## src/rtl/l2_ar_credit_arbiter_if.sv

```systemverilog
// AR request / R snoop bundle for l2_ar_credit_arbiter.
//   s_ar*     : NUM_SI packed tile-side read-address channels (requester i at slice i)
//   m_ar*     : single L2-side read-address channel
//   m_r*      : L2-side R handshake, observed only (never driven by the arbiter)
// Modports:
//   slave  : the arbiter's view (accepts s_ar*, drives m_ar*, snoops m_r*)
//   master : the surrounding fabric's view (drives requests, L2 ready and R beats)
interface l2_ar_credit_arbiter_if #(
  parameter int unsigned NUM_SI = 4,
  parameter int unsigned ID_W   = 16,
  parameter int unsigned ADDR_W = 64,
  parameter int unsigned LEN_W  = 8
);
  logic [NUM_SI*ID_W-1:0]   s_arid;
  logic [NUM_SI*ADDR_W-1:0] s_araddr;
  logic [NUM_SI*LEN_W-1:0]  s_arlen;
  logic [NUM_SI-1:0]        s_arvalid;
  logic [NUM_SI-1:0]        s_arready;

  logic [ID_W-1:0]          m_arid;
  logic [ADDR_W-1:0]        m_araddr;
  logic [LEN_W-1:0]         m_arlen;
  logic                     m_arvalid;
  logic                     m_arready;

  logic [ID_W-1:0]          m_rid;
  logic                     m_rlast;
  logic                     m_rvalid;
  logic                     m_rready;

  modport slave (
    input  s_arid, s_araddr, s_arlen, s_arvalid,
    output s_arready,
    output m_arid, m_araddr, m_arlen, m_arvalid,
    input  m_arready,
    input  m_rid, m_rlast, m_rvalid, m_rready
  );

  modport master (
    output s_arid, s_araddr, s_arlen, s_arvalid,
    input  s_arready,
    input  m_arid, m_araddr, m_arlen, m_arvalid,
    output m_arready,
    output m_rid, m_rlast, m_rvalid, m_rready
  );
endinterface

```

## src/rtl/l2_ar_credit_arbiter.sv

```systemverilog
// Credit-limited round-robin arbiter for AXI read-address requests in front of an L2 master port.
// Each requester may hold at most MAX_OUT_SI outstanding bursts, and all requesters together at
// most MAX_OUT_ALL. A credit is taken when a request is accepted on the requester side and given
// back when the last R beat of the burst is accepted on the master side; the requester is
// identified by the ARID/RID field at [SRC_LSB +: $clog2(NUM_SI)].
// Ports:
//   clk, rstn : clock, synchronous active-low reset
//   bus       : l2_ar_credit_arbiter_if.slave (s_ar* in, m_ar* out registered, m_r* snooped)
//   out_total : registered global outstanding-burst count
//   err       : sticky flag, set by a credit return that has no matching outstanding burst
module l2_ar_credit_arbiter #(
  parameter int unsigned NUM_SI      = 4,
  parameter int unsigned ID_W        = 16,
  parameter int unsigned ADDR_W      = 64,
  parameter int unsigned LEN_W       = 8,
  parameter int unsigned SRC_LSB     = 12,
  parameter int unsigned MAX_OUT_SI  = 4,
  parameter int unsigned MAX_OUT_ALL = 16,
  localparam int unsigned TOT_W      = $clog2(MAX_OUT_ALL + 1)
) (
  input  logic                        clk,
  input  logic                        rstn,
  l2_ar_credit_arbiter_if.slave       bus,
  output logic [TOT_W-1:0]            out_total,
  output logic                        err
);

  localparam int unsigned SRC_W = $clog2(NUM_SI);
  localparam int unsigned CNT_W = $clog2(MAX_OUT_SI + 1);
  localparam logic [SRC_W-1:0] LAST_IDX = SRC_W'(NUM_SI - 1);

  logic [CNT_W-1:0]  cnt_q [NUM_SI];
  logic [CNT_W-1:0]  cnt_d [NUM_SI];
  logic [TOT_W-1:0]  total_q, total_d;
  logic [SRC_W-1:0]  ptr_q, ptr_d;
  logic              err_q, err_d;
  logic              arvalid_q, arvalid_d;
  logic [ID_W-1:0]   arid_q;
  logic [ADDR_W-1:0] araddr_q;
  logic [LEN_W-1:0]  arlen_q;

  logic [NUM_SI-1:0] elig;
  logic [NUM_SI-1:0] inc, dec;
  logic              gnt_vld;
  logic [SRC_W-1:0]  gnt_idx;
  logic [SRC_W:0]    scan_idx;
  logic              can_take, accept;
  logic              ret, ret_ok, src_cnt_nz;
  logic [SRC_W-1:0]  ret_src;
  logic [ID_W-1:0]   sel_id;
  logic [ADDR_W-1:0] sel_addr;
  logic [LEN_W-1:0]  sel_len;

  // Eligibility uses registered counts only, so a returned credit is usable one cycle later.
  always_comb begin
    elig = '0;
    for (int i = 0; i < NUM_SI; i++) begin
      elig[i] = bus.s_arvalid[i] & (cnt_q[i] < CNT_W'(MAX_OUT_SI)) &
                (total_q < TOT_W'(MAX_OUT_ALL));
    end
  end

  // Round-robin scan starting at ptr_q; the first eligible index wins.
  always_comb begin
    gnt_vld  = 1'b0;
    gnt_idx  = '0;
    scan_idx = '0;
    for (int k = 0; k < NUM_SI; k++) begin
      scan_idx = {1'b0, ptr_q} + (SRC_W + 1)'(k);
      if (scan_idx >= (SRC_W + 1)'(NUM_SI)) begin
        scan_idx = scan_idx - (SRC_W + 1)'(NUM_SI);
      end
      if (!gnt_vld && elig[scan_idx[SRC_W-1:0]]) begin
        gnt_vld = 1'b1;
        gnt_idx = scan_idx[SRC_W-1:0];
      end
    end
  end

  assign can_take = ~arvalid_q | bus.m_arready;
  assign accept   = can_take & gnt_vld;

  always_comb begin
    bus.s_arready = '0;
    sel_id        = '0;
    sel_addr      = '0;
    sel_len       = '0;
    for (int i = 0; i < NUM_SI; i++) begin
      if (gnt_idx == SRC_W'(i)) begin
        bus.s_arready[i] = accept;
        sel_id           = bus.s_arid[i*ID_W +: ID_W];
        sel_addr         = bus.s_araddr[i*ADDR_W +: ADDR_W];
        sel_len          = bus.s_arlen[i*LEN_W +: LEN_W];
      end
    end
  end

  // Credit return. An out-of-range source never matches any i, so it falls into the error path.
  assign ret     = bus.m_rvalid & bus.m_rready & bus.m_rlast;
  assign ret_src = bus.m_rid[SRC_LSB +: SRC_W];

  always_comb begin
    src_cnt_nz = 1'b0;
    for (int i = 0; i < NUM_SI; i++) begin
      if (ret_src == SRC_W'(i) && cnt_q[i] != '0) begin
        src_cnt_nz = 1'b1;
      end
    end
  end

  assign ret_ok = ret & src_cnt_nz & (total_q != '0);

  always_comb begin
    inc = '0;
    dec = '0;
    for (int i = 0; i < NUM_SI; i++) begin
      inc[i]   = accept & (gnt_idx == SRC_W'(i));
      dec[i]   = ret_ok & (ret_src == SRC_W'(i));
      cnt_d[i] = cnt_q[i];
      unique case ({inc[i], dec[i]})
        2'b10:   cnt_d[i] = cnt_q[i] + CNT_W'(1);
        2'b01:   cnt_d[i] = cnt_q[i] - CNT_W'(1);
        default: cnt_d[i] = cnt_q[i];
      endcase
    end
  end

  always_comb begin
    total_d = total_q;
    unique case ({accept, ret_ok})
      2'b10:   total_d = total_q + TOT_W'(1);
      2'b01:   total_d = total_q - TOT_W'(1);
      default: total_d = total_q;
    endcase
  end

  assign ptr_d     = accept ? ((gnt_idx == LAST_IDX) ? '0 : gnt_idx + SRC_W'(1)) : ptr_q;
  assign err_d     = err_q | (ret & ~ret_ok);
  assign arvalid_d = accept | (arvalid_q & ~bus.m_arready);

  always_ff @(posedge clk) begin
    if (!rstn) begin
      for (int i = 0; i < NUM_SI; i++) begin
        cnt_q[i] <= '0;
      end
      total_q   <= '0;
      ptr_q     <= '0;
      err_q     <= 1'b0;
      arvalid_q <= 1'b0;
    end else begin
      for (int i = 0; i < NUM_SI; i++) begin
        cnt_q[i] <= cnt_d[i];
      end
      total_q   <= total_d;
      ptr_q     <= ptr_d;
      err_q     <= err_d;
      arvalid_q <= arvalid_d;
    end
  end

  // Payload has no reset; it only loads on accept, which keeps it stable while stalled.
  always_ff @(posedge clk) begin
    if (accept) begin
      arid_q   <= sel_id;
      araddr_q <= sel_addr;
      arlen_q  <= sel_len;
    end
  end

  assign bus.m_arid    = arid_q;
  assign bus.m_araddr  = araddr_q;
  assign bus.m_arlen   = arlen_q;
  assign bus.m_arvalid = arvalid_q;
  assign out_total     = total_q;
  assign err           = err_q;

endmodule

```

## src/flat_wrapper.sv

```systemverilog
// flat-port wrapper written by rule: the top's interface ports become plain ports
module l2_ar_credit_arbiter_flat 
#(
  parameter int unsigned NUM_SI      = 4,
  parameter int unsigned ID_W        = 16,
  parameter int unsigned ADDR_W      = 64,
  parameter int unsigned LEN_W       = 8,
  parameter int unsigned SRC_LSB     = 12,
  parameter int unsigned MAX_OUT_SI  = 4,
  parameter int unsigned MAX_OUT_ALL = 16,
  localparam int unsigned TOT_W      = $clog2(MAX_OUT_ALL + 1)
)
  (clk, rstn, out_total, err, bus_s_arid, bus_s_araddr, bus_s_arlen, bus_s_arvalid, bus_s_arready, bus_m_arid, bus_m_araddr, bus_m_arlen, bus_m_arvalid, bus_m_arready, bus_m_rid, bus_m_rlast, bus_m_rvalid, bus_m_rready);
  l2_ar_credit_arbiter_if #(.NUM_SI(NUM_SI), .ID_W(ID_W), .ADDR_W(ADDR_W), .LEN_W(LEN_W)) bus_i ();
  input  logic clk;
  input  logic rstn;
  output logic [TOT_W-1:0] out_total;
  output logic err;
  input wire logic [$bits(bus_i.s_arid)-1:0] bus_s_arid;
  input wire logic [$bits(bus_i.s_araddr)-1:0] bus_s_araddr;
  input wire logic [$bits(bus_i.s_arlen)-1:0] bus_s_arlen;
  input wire logic [$bits(bus_i.s_arvalid)-1:0] bus_s_arvalid;
  output wire logic [$bits(bus_i.s_arready)-1:0] bus_s_arready;
  output wire logic [$bits(bus_i.m_arid)-1:0] bus_m_arid;
  output wire logic [$bits(bus_i.m_araddr)-1:0] bus_m_araddr;
  output wire logic [$bits(bus_i.m_arlen)-1:0] bus_m_arlen;
  output wire logic [$bits(bus_i.m_arvalid)-1:0] bus_m_arvalid;
  input wire logic [$bits(bus_i.m_arready)-1:0] bus_m_arready;
  input wire logic [$bits(bus_i.m_rid)-1:0] bus_m_rid;
  input wire logic [$bits(bus_i.m_rlast)-1:0] bus_m_rlast;
  input wire logic [$bits(bus_i.m_rvalid)-1:0] bus_m_rvalid;
  input wire logic [$bits(bus_i.m_rready)-1:0] bus_m_rready;
  assign bus_i.s_arid = bus_s_arid;
  assign bus_i.s_araddr = bus_s_araddr;
  assign bus_i.s_arlen = bus_s_arlen;
  assign bus_i.s_arvalid = bus_s_arvalid;
  assign bus_s_arready = bus_i.s_arready;
  assign bus_m_arid = bus_i.m_arid;
  assign bus_m_araddr = bus_i.m_araddr;
  assign bus_m_arlen = bus_i.m_arlen;
  assign bus_m_arvalid = bus_i.m_arvalid;
  assign bus_i.m_arready = bus_m_arready;
  assign bus_i.m_rid = bus_m_rid;
  assign bus_i.m_rlast = bus_m_rlast;
  assign bus_i.m_rvalid = bus_m_rvalid;
  assign bus_i.m_rready = bus_m_rready;
  l2_ar_credit_arbiter #(.NUM_SI(NUM_SI), .ID_W(ID_W), .ADDR_W(ADDR_W), .LEN_W(LEN_W), .SRC_LSB(SRC_LSB), .MAX_OUT_SI(MAX_OUT_SI), .MAX_OUT_ALL(MAX_OUT_ALL)) u_core (.clk(clk), .rstn(rstn), .bus(bus_i), .out_total(out_total), .err(err));
endmodule
```

## config.mk

```make
export PLATFORM = sky130hd
export DESIGN_NAME = l2_ar_credit_arbiter_flat
export DESIGN_NICKNAME = d
export VERILOG_FILES = /design/src/rtl/l2_ar_credit_arbiter_if.sv /design/src/rtl/l2_ar_credit_arbiter.sv /design/src/flat_wrapper.sv
export SDC_FILE = /design/constraint.sdc
export NUM_CORES = 1
export LEC_CHECK = 0
export CORE_AREA = 4 4 184 186
export CTS_BUF_LIST = sky130_fd_sc_hd__clkbuf_8
export CTS_CLUSTER_DIAMETER = 60
export CTS_CLUSTER_SIZE = 14
export DETAILED_ROUTE_END_ITERATION = 10
export DIE_AREA = 0 0 188 190
export SKIP_CTS_REPAIR_TIMING = 1
export SLEW_MARGIN = 20
export SYNTH_ARGS = -nofsm -noshare
export SYNTH_HDL_FRONTEND = slang
export SYNTH_SLANG_ARGS = --single-unit
```

## constraint.sdc

```tcl
create_clock -name clk -period 13.2 [get_ports clk]
set_clock_uncertainty 0.2 [all_clocks]
set_input_delay 1.98 -clock clk [delete_from_list [all_inputs] [get_ports clk]]
set_output_delay 1.98 -clock clk [all_outputs]
set_load 0.02 [all_outputs]
```

==> results.py, run 1 <==
metrics = {
    "logic_synthesis": {
        "synth_nets": 1255,
        "ys_ff_latch": 109,
        "seq_area_frac_synth_pct": 43.6,
        "synth.distinct_cells": 45,
        "yosys_warnings": 0,
        "ys.flop_type": "edfxtp_1",
        "async_flop_share_pct": 0,
        "synth_edf_count": 88,
        "netlist_area_um2": 7020,
        "synth_cells": 860,
        "syn_area_per_cell_um2": 8.16,
    },
    "timing": {
        "rsz0062_at_grt": "false",
        "relSlewSlack_pct": 30.1,
        "fmaxAchievable_mhz": 137,
        "finalCritPeriodShare_pct": 55.2,
        "hold_viol_final": 0,
        "setup_viol": 0,
        "final.setup.worst_slack_ns": 5.92,
        "period_needed_ns": 7.28,
        "slew_violations": 0,
        "max_slew.worst_pin.slew_ns": 1.05,
        "timing.setup.tns_ns": 0,
    },
    "routing": {
        "wl_um": 31700,
        "vias": 7715,
        "drc": 0,
        "first_iter_violations": 494,
        "firstDrtPassIters": 5,
        "avgViaCountPerCell": 4.50,
        "antenna_left": 0,
        "wl_per_cell_um": 18.5,
    },
    "clock_tree": {
        "clockBufferDepth": 2,
        "clock_latency_ns": 0.38,
        "cts_tree": "yes",
        "cts_buffers": 9,
        "clock_sinks": 109,
        "clockRootBuffer": "clkbuf_8",
        "htree_num_levels": 3,
        "clkTransAtPathRegs_ns": 0.11,
    },
    "worst_setup_path": {
        "timing.rr.end": "u_core.bus.m_arid[4]",
        "regToRegStartpoint": "u_core.cnt_q[0][2]",
        "startpoint_type": "input pin",
        "end_kind": "output port",
        "critPathKind": "in2out",
        "critPathMaxFanout": 77,
        "reg2reg_depth": 9,
        "worstPathRequired_ns": 11.02,
        "cp_data_arrival_time_ns": 5.10,
        "setup.reg_to_reg.worst_slack_ns": 8.93,
    },
    "worst_hold_path": {
        "hp-class": "reg2reg",
        "holdPathEnd": "u_core.err",
        "whs_path_depth": 1,
        "min_from": "u_core.err",
    },
    "placement": {
        "dp_slack_ns": 5.93,
        "port_buffers": 462,
        "dp_hpwl_um": 23800,
        "routabilityCongestion": 0.891,
        "dp_cells": 1697,
    },
    "cells_and_area": {
        "drive_gt1_share_pct": 2.20,
        "syn_to_final_growth_pct": 73.5,
        "multi_input_area_um2": 3630,
        "antenna_cells": 0,
        "regArea_um2": 3060,
        "num-fill-cells": 3265,
        "fin_nets": 1661,
        "finalNonFillerCells": 1713,
    },
    "die": {
        "die_area_um2": 35700,
        "start_util_pct": 21.7,
        "rows": 66,
        "ioPinCount": 477,
        "core_um2": 32300,
        "die_h_um": 190,
        "dieWidth_um": 188,
    },
    "global_route": {
        "grt_overflow": 0,
        "grt_usage_pct": 16.5,
        "grt_pass1_vias": 7542,
        "antenna_found_initial": 0,
        "grt_pass1_wl_um": 45900,
        "grt_max_degree": 102,
    },
    "power": {
        "ir_drop_uv": 39.7,
        "p_leak_nw": 4.15,
        "powerDensity_nw_per_um2": 113,
    },
    "run": {
        "max_cap_viol_count": 0,
    },
    "status": {
        "outcome": "finished clean",
    },
}
-- metal layers --
metal | global-route usage, % | up-vias | routed length [µm]
met3 | 3.32 | 36 | 1810
met4 | 4.86 | 0 | 714
met2 | 28.8 | 285 | 16000
li1 | - | 3847 | -
met5 | 0 | - | 0
met1 | 20.8 | 3547 | 13100
-- how the worst max path moves through the flow --
stage,depth (start not counted),endpoint,startpoint,slack (ns)
after CTS,8,bus_s_arready[2],bus_s_arvalid[0],5.90
final,8,bus_s_arready[2],bus_s_arvalid[0],5.92
after floorplan,10,u_core.out_total[4],bus_s_arvalid[1],6.88
after global routing,8,bus_s_arready[2],bus_s_arvalid[0],5.69
after detailed placement,8,bus_s_arready[2],bus_s_arvalid[0],5.93
after global placement,8,bus_s_arready[3],bus_s_arvalid[0],5.89
-- logic make-up after synthesis --
group           Yosys count  synth area share, %
simple gates            333                 24.1
buf+inv                  96                 5.38
fa+ha+maj                17                 3.56
xor+xnor                 10                 1.25
mux                       2                0.285
compound gates          293                 21.8
flops                   109                 43.6
-- cell usage after synthesis, drive strengths merged, types with 2 or more instances --
cell	count	area [µm²]
a21oi	185	930
nand2	179	672
o21ai	91	455
edfxtp	88	2640
nand3b	85	638
clkbuf	57	214
nor2	24	90.1
inv	23	86.3
dfxtp	21	420
buf	15	73.8
ha	12	150
xor2	10	87.6
nor2b	8	50.1
or3	6	37.5
fa	5	100
and3	4	25.0
nand2b	4	25.0
nand3	4	20.0
nor3	4	20.0
a221oi	3	26.3
nor4	3	18.8
o31ai	3	22.5
and3b	2	17.5
mux2i	2	20.0
nor3b	2	15.0
nor4b	2	17.5
or4	2	15.0
-- critical path: stages --
cell             delay, ns
clkdlybuf4s50_1       0.51
nor3b_1               0.28
o32ai_1               0.15
a31o_2                0.33
inv_1                 0.17
ha_4                  0.71
and3_1                0.33
clkdlybuf4s50_1       0.62
-- power by group --
part / total (W) / internal (W) / leakage, nW / switching (W)
combinational: 0.000666 / 0.000316 / 2.95 / 0.000350
clock: 0.000211 / 0.0000720 / 0.0911 / 0.000139
sequential: 0.000497 / 0.000470 / 1.11 / 0.0000266
total: 0.00137 / 0.000858 / 4.15 / 0.000516
-- placed cells by master, fill, tap and decap left out, drive strengths merged, types with 6 or more instances in the layout --
master,instances
edfxtp,88
clkbuf,9
nor2,24
dfxtp,21
o21ai,91
nand3b,85
ha,12
xor2,10
or3,6
nand2,179
nor2b,8
clkdlybuf4s50,462
a21oi,185
inv,26
-- state kept, by name (all words and copies together) (netlist names) --
| register | count |
|---|---|
| u_core.bus.m_arid | 16 |
| u_core.bus.m_araddr | 64 |
| u_core.out_total | 5 |
| u_core.ptr_q | 2 |
| u_core.bus.m_arvalid | 1 |
| u_core.cnt_q | 12 |
| u_core.err | 1 |
| u_core.bus.m_arlen | 8 |
-- final cells by class --
| type | count | area share, % |
|---|---|---|
| well taps | 442 | 4.54 |
| clock inverters | 7 | 0.462 |
| repair buffers | 467 | 38.3 |
| flip-flops and latches | 109 | 25.1 |
| inverters | 24 | 0.740 |
| multi-input cells | 655 | 29.8 |
| clock buffers | 9 | 1.02 |
-- metrics by stage --
step                power [W]  area, µm²  util (%)  hold slack [ns]
finish                0.00137      12200      37.7            0.292
global route          0.00146      12200      37.7            0.317
CTS                   0.00140      12200      37.7            0.295
detailed placement    0.00118      12000      37.2            0.262
global placement      0.00117      12000      37.2            0.260
floorplan            0.000834       7020         -            0.272
Power figures use the tool's default switching activity.
==> inputs of run 2 (changes only) <==
CORE_AREA = 4 4 185 187   (was 4 4 184 186)
DIE_AREA = 0 0 189 191   (was 0 0 188 190)
clock period = 5.9 ns   (was 13.2 ns; I/O delays follow)
==> results.py, run 2 (synthesized netlist as in run 1, its figures left out) <==
metrics = {
    "worst_setup_path": {
        "end_kind": "output port",
        "startpoint_type": "input pin",
        "critPathKind": "in2out",
        "crit_top_cell": "clkdlybuf4s50_1",
        "cp_slowest_cell": "clkdlybuf4s50_1",
        "critPathMaxFanout": 45,
        "critPathMaxStageDelay_ns": 0.63,
        "cp_data_arrival_time_ns": 3.76,
        "crit_chain": "clkdlybuf4s50_1 > nor3b_1 > o32ai_1 > a31o_2 > inv_1 > ha_4 > and3_1 > clkdlybuf4s50_1",
        "worstPathRequired_ns": 4.82,
    },
    "cells_and_area": {
        "largest_reg_flops": 64,
        "num-fill-cells": 3330,
        "final_common_cell": "clkdlybuf4s50_1",
        "final_util_pct": 37.5,
        "drive_gt1_share_pct": 2.04,
        "fin_nets": 1664,
        "syn_to_final_growth_pct": 73.3,
        "multi_input_area_um2": 3630,
        "finalNonFillerCells": 1715,
        "antenna_cells": 0,
        "final_area_um2": 12200,
        "layout_common_cells": "462 x clkdlybuf4s50_1, 184 x a21oi_1, 179 x nand2_1, 91 x o21ai_0, 88 x edfxtp_1",
        "regArea_um2": 3060,
    },
    "timing": {
        "max_slew.worst_pin.slew_ns": 1.07,
        "period_needed_ns": 4.84,
        "slew_violations": 0,
        "relSlewSlack_pct": 28.8,
        "rsz0062_at_grt": "false",
        "timing.setup.tns_ns": 0,
        "setup_viol": 0,
        "finalCritPeriodShare_pct": 82.1,
        "fmaxAchievable_mhz": 206,
        "hold_viol_final": 0,
        "hold_slack_ns": 0.288,
    },
    "clock_tree": {
        "cts_tree": "yes",
        "cts_buffers": 9,
        "clockRootBuffer": "clkbuf_8",
        "htree_num_levels": 3,
        "clock_sinks": 109,
        "clock_latency_ns": 0.40,
        "clkTransAtPathRegs_ns": 0.11,
        "clockBufferDepth": 2,
    },
    "routing": {
        "wl_per_cell_um": 18.7,
        "avgViaCountPerCell": 4.52,
        "firstDrtPassIters": 5,
        "antenna_left": 0,
        "first_iter_violations": 459,
        "wl_um": 32100,
        "drc": 0,
        "vias": 7747,
    },
    "global_route": {
        "antenna_found_initial": 0,
        "grt_usage_pct": 16.4,
        "grt_pass1_wl_um": 45500,
        "grt_max_degree": 89,
        "grt_overflow": 0,
        "grt_pass1_vias": 7501,
    },
    "power": {
        "p_leak_nw": 4.16,
        "powerDensity_nw_per_um2": 248,
        "ir_drop_uv": 94.0,
    },
    "run": {
        "max_cap_viol_count": 0,
    },
    "placement": {
        "port_buffers": 462,
        "routabilityCongestion": 0.866,
        "dp_cells": 1700,
        "dp_hpwl_um": 24100,
        "dpl_cell_area_um2": 12000,
    },
    "die": {
        "rows": 66,
        "ioPinCount": 477,
        "start_util_pct": 21.6,
        "die_h_um": 191,
        "die_area_um2": 36100,
        "core_um2": 32500,
        "dieWidth_um": 189,
    },
    "worst_hold_path": {
        "hp-class": "reg2reg",
    },
    "status": {
        "outcome": "finished clean",
    },
}
## run 2: path summary, 6_finish.rpt
kind,startpoint,endpoint,slack [ns],cells past startpoint
max,bus_s_arvalid[0],bus_s_arready[2],1.06,8
min,u_core.err,u_core.err,0.29,1
max reg2reg,u_core.cnt_q[0][2],u_core.bus.m_arid[4],2.15,9
min reg2reg,u_core.err,u_core.err,0.29,1
## run 2: per-layer routing
layer / vias up / wire length, µm / share of wire (%) / global-route usage (%)
li1: 3850 / - / - / -
met1: 3589 / 13200 / 41 / 20.4
met2: 265 / 16100 / 50 / 28.4
met3: 43 / 1980 / 6.2 / 3.56
met4: 0 / 768 / 2.4 / 5.30
met5: - / 0 / 0 / 0
## run 2: area by class of cell
| type | instances | share of cell area (%) |
|---|---|---|
| Inverter | 24 | 0.740 |
| Sequential cell | 109 | 25.2 |
| Tap cell | 442 | 4.54 |
| Multi-Input combinational cell | 655 | 29.9 |
| Timing Repair Buffer | 470 | 38.5 |
| Clock buffer | 9 | 1.02 |
| Clock inverter | 6 | 0.195 |
## run 2: report_power, final
part | total (W) | leakage [nW] | switching, W | internal [W]
sequential | 0.00111 | 1.11 | 0.0000577 | 0.00105
combinational | 0.00149 | 2.96 | 0.000788 | 0.000705
clock | 0.000422 | 0.0840 | 0.000277 | 0.000145
## run 2: critical path, delay by kind of cell
kind | cells | cell delay, ns
AOI/OAI and AO/OA | 2 | 0.47
adders and majority gates | 1 | 0.49
buffers and inverters | 3 | 1.33
and+or+nand+nor | 2 | 0.57
## run 2: per-stage QoR
| step | total power [W] | worst slack, ns |
|---|---|---|
| 2_1_floorplan | 0.00187 | 0.675 |
| 3_3_place_gp | 0.00261 | 1.04 |
| 3_5_place_dp | 0.00263 | 1.06 |
| 4_1_cts | 0.00307 | 1.03 |
| 5_1_grt | 0.00321 | 0.868 |
| 6_report | 0.00302 | 1.06 |
==> inputs of run 3 (changes only) <==
clock period = 4.9 ns   (was 5.9 ns; I/O delays follow)
==> results.py, run 3 (synthesized netlist as in run 1, its figures left out) <==
metrics = {
    "clock_tree": {
        "cts_buffers": 9,
        "clock_sinks": 109,
        "clockRootBuffer": "clkbuf_8",
        "cts_tree": "yes",
        "clkTransAtPathRegs_ns": 0.10,
        "clock_latency_ns": 0.39,
        "htree_num_levels": 3,
        "clockBufferDepth": 2,
    },
    "placement": {
        "routabilityCongestion": 0.871,
        "dp_slack_ns": 0.761,
        "dp_hpwl_um": 23800,
        "dpl_cell_area_um2": 12100,
        "port_buffers": 462,
    },
    "timing": {
        "period_needed_ns": 4.13,
        "hold_viol_final": 0,
        "max_slew.worst_pin.slew_ns": 1.05,
        "finalCritPeriodShare_pct": 84.3,
        "rsz0062_at_grt": "false",
        "timing.setup.tns_ns": 0,
        "relSlewSlack_pct": 29.7,
        "setup_viol": 0,
        "final.setup.worst_slack_ns": 0.767,
        "fmaxAchievable_mhz": 242,
        "slew_violations": 0,
    },
    "power": {
        "swShare_pct": 36.1,
        "clkPwrFrac_pct": 16.9,
        "ir_drop_uv": 134,
        "intPower_w": 0.00242,
        "switchingPower_w": 0.00137,
        "comb_power_share_pct": 47.8,
        "powerDensity_nw_per_um2": 309,
        "p_leak_nw": 4.19,
        "power_frac_seq_pct": 35.3,
    },
    "worst_setup_path": {
        "cp_data_arrival_time_ns": 3.20,
        "critPathKind": "in2out",
        "setup.reg_to_reg.worst_slack_ns": 1.45,
        "end_kind": "output port",
        "critPathMaxFanout": 4,
        "startpoint_type": "input pin",
        "worstPathRequired_ns": 3.96,
    },
    "cells_and_area": {
        "final_common_cell": "clkdlybuf4s50_1",
        "layout_common_cells": "462 x clkdlybuf4s50_1, 184 x a21oi_1, 179 x nand2_1, 91 x o21ai_0, 88 x edfxtp_1",
        "regArea_um2": 3060,
        "drive_gt1_share_pct": 2.20,
        "final_area_um2": 12300,
        "final_util_pct": 37.8,
        "fin_nets": 1662,
        "num-fill-cells": 3344,
        "largest_reg_flops": 64,
        "syn_to_final_growth_pct": 74.9,
        "multi_input_area_um2": 3630,
    },
    "global_route": {
        "grt_max_degree": 177,
        "grt_pass1_wl_um": 46500,
        "grt_pass1_vias": 7686,
        "grt_overflow": 0,
        "antenna_found_initial": 1,
        "grt_usage_pct": 16.7,
    },
    "worst_hold_path": {
        "hp-class": "reg2reg",
    },
    "die": {
        "dieWidth_um": 189,
        "start_util_pct": 21.6,
        "die_area_um2": 36100,
        "die_h_um": 191,
        "ioPinCount": 477,
        "rows": 66,
        "core_um2": 32500,
    },
    "routing": {
        "wl_um": 32300,
        "first_iter_violations": 501,
        "avgViaCountPerCell": 4.51,
        "wl_per_cell_um": 18.9,
        "vias": 7741,
        "antenna_left": 0,
        "drc": 0,
        "firstDrtPassIters": 5,
    },
    "run": {
        "max_cap_viol_count": 0,
    },
    "status": {
        "outcome": "finished clean",
    },
}
==> run 3: final timing paths <==
| check | endpoint | start | depth (start not counted) |
|---|---|---|---|
| worst max-delay path | bus_s_arready[3] | bus_s_arvalid[0] | 8 |
| worst min-delay path | u_core.err | u_core.err | 1 |
| worst max register to register | u_core.bus.m_arid[4] | u_core.cnt_q[0][2] | 9 |
| worst min register to register | u_core.err | u_core.err | 1 |
==> run 3: area by class of cell <==
class | instances | share of cell area (%)
multi-input combinational | 655 | 29.6
tap | 442 | 4.50
antenna | 1 | 0.0204
timing repair buffer | 468 | 38.4
clock inverter | 6 | 0.652
inverter | 24 | 0.734
clock buffer | 10 | 1.12
sequential | 109 | 24.9
==> run 3: stage by stage <==
stage	std cells	total power [W]	hold slack (ns)
floorplan	860	0.00225	0.272
global placement	1698	0.00315	0.251
detailed placement	1698	0.00318	0.260
CTS	1714	0.00384	0.300
global route	1715	0.00402	0.332
finish	1715	0.00379	0.291
==> run 3: routing by layer <==
layer,GRT usage (%),share of wire [%],vias to the layer above
li1,-,-,3854
met1,20.7,41,3558
met2,29.0,50,288
met3,3.43,6.7,41
met4,5.72,2.8,0
met5,0,0,-
==> run 3: power groups by stage <==
| stage | combinational (W) | clock [W] | sequential, W |
|---|---|---|---|
| 6_report | 0.00181 | 0.000640 | 0.00134 |
| 5_1_grt | 0.00196 | 0.000706 | 0.00136 |
| 4_1_cts | 0.00183 | 0.000672 | 0.00134 |
| 3_5_place_dp | 0.00182 | 0 | 0.00136 |
| 3_3_place_gp | 0.00180 | 0 | 0.00135 |
| 2_1_floorplan | 0.000639 | 0 | 0.00161 |
==> run 3: critical path, cell delays in order <==
cell and delay [ns]:
clkdlybuf4s50_1 0.44, and3b_1 0.17, o21ai_0 0.15, a21oi_1 0.10, nor3_1 0.51, ha_4 0.23
and3_1 0.18, clkdlybuf4s50_1 0.67
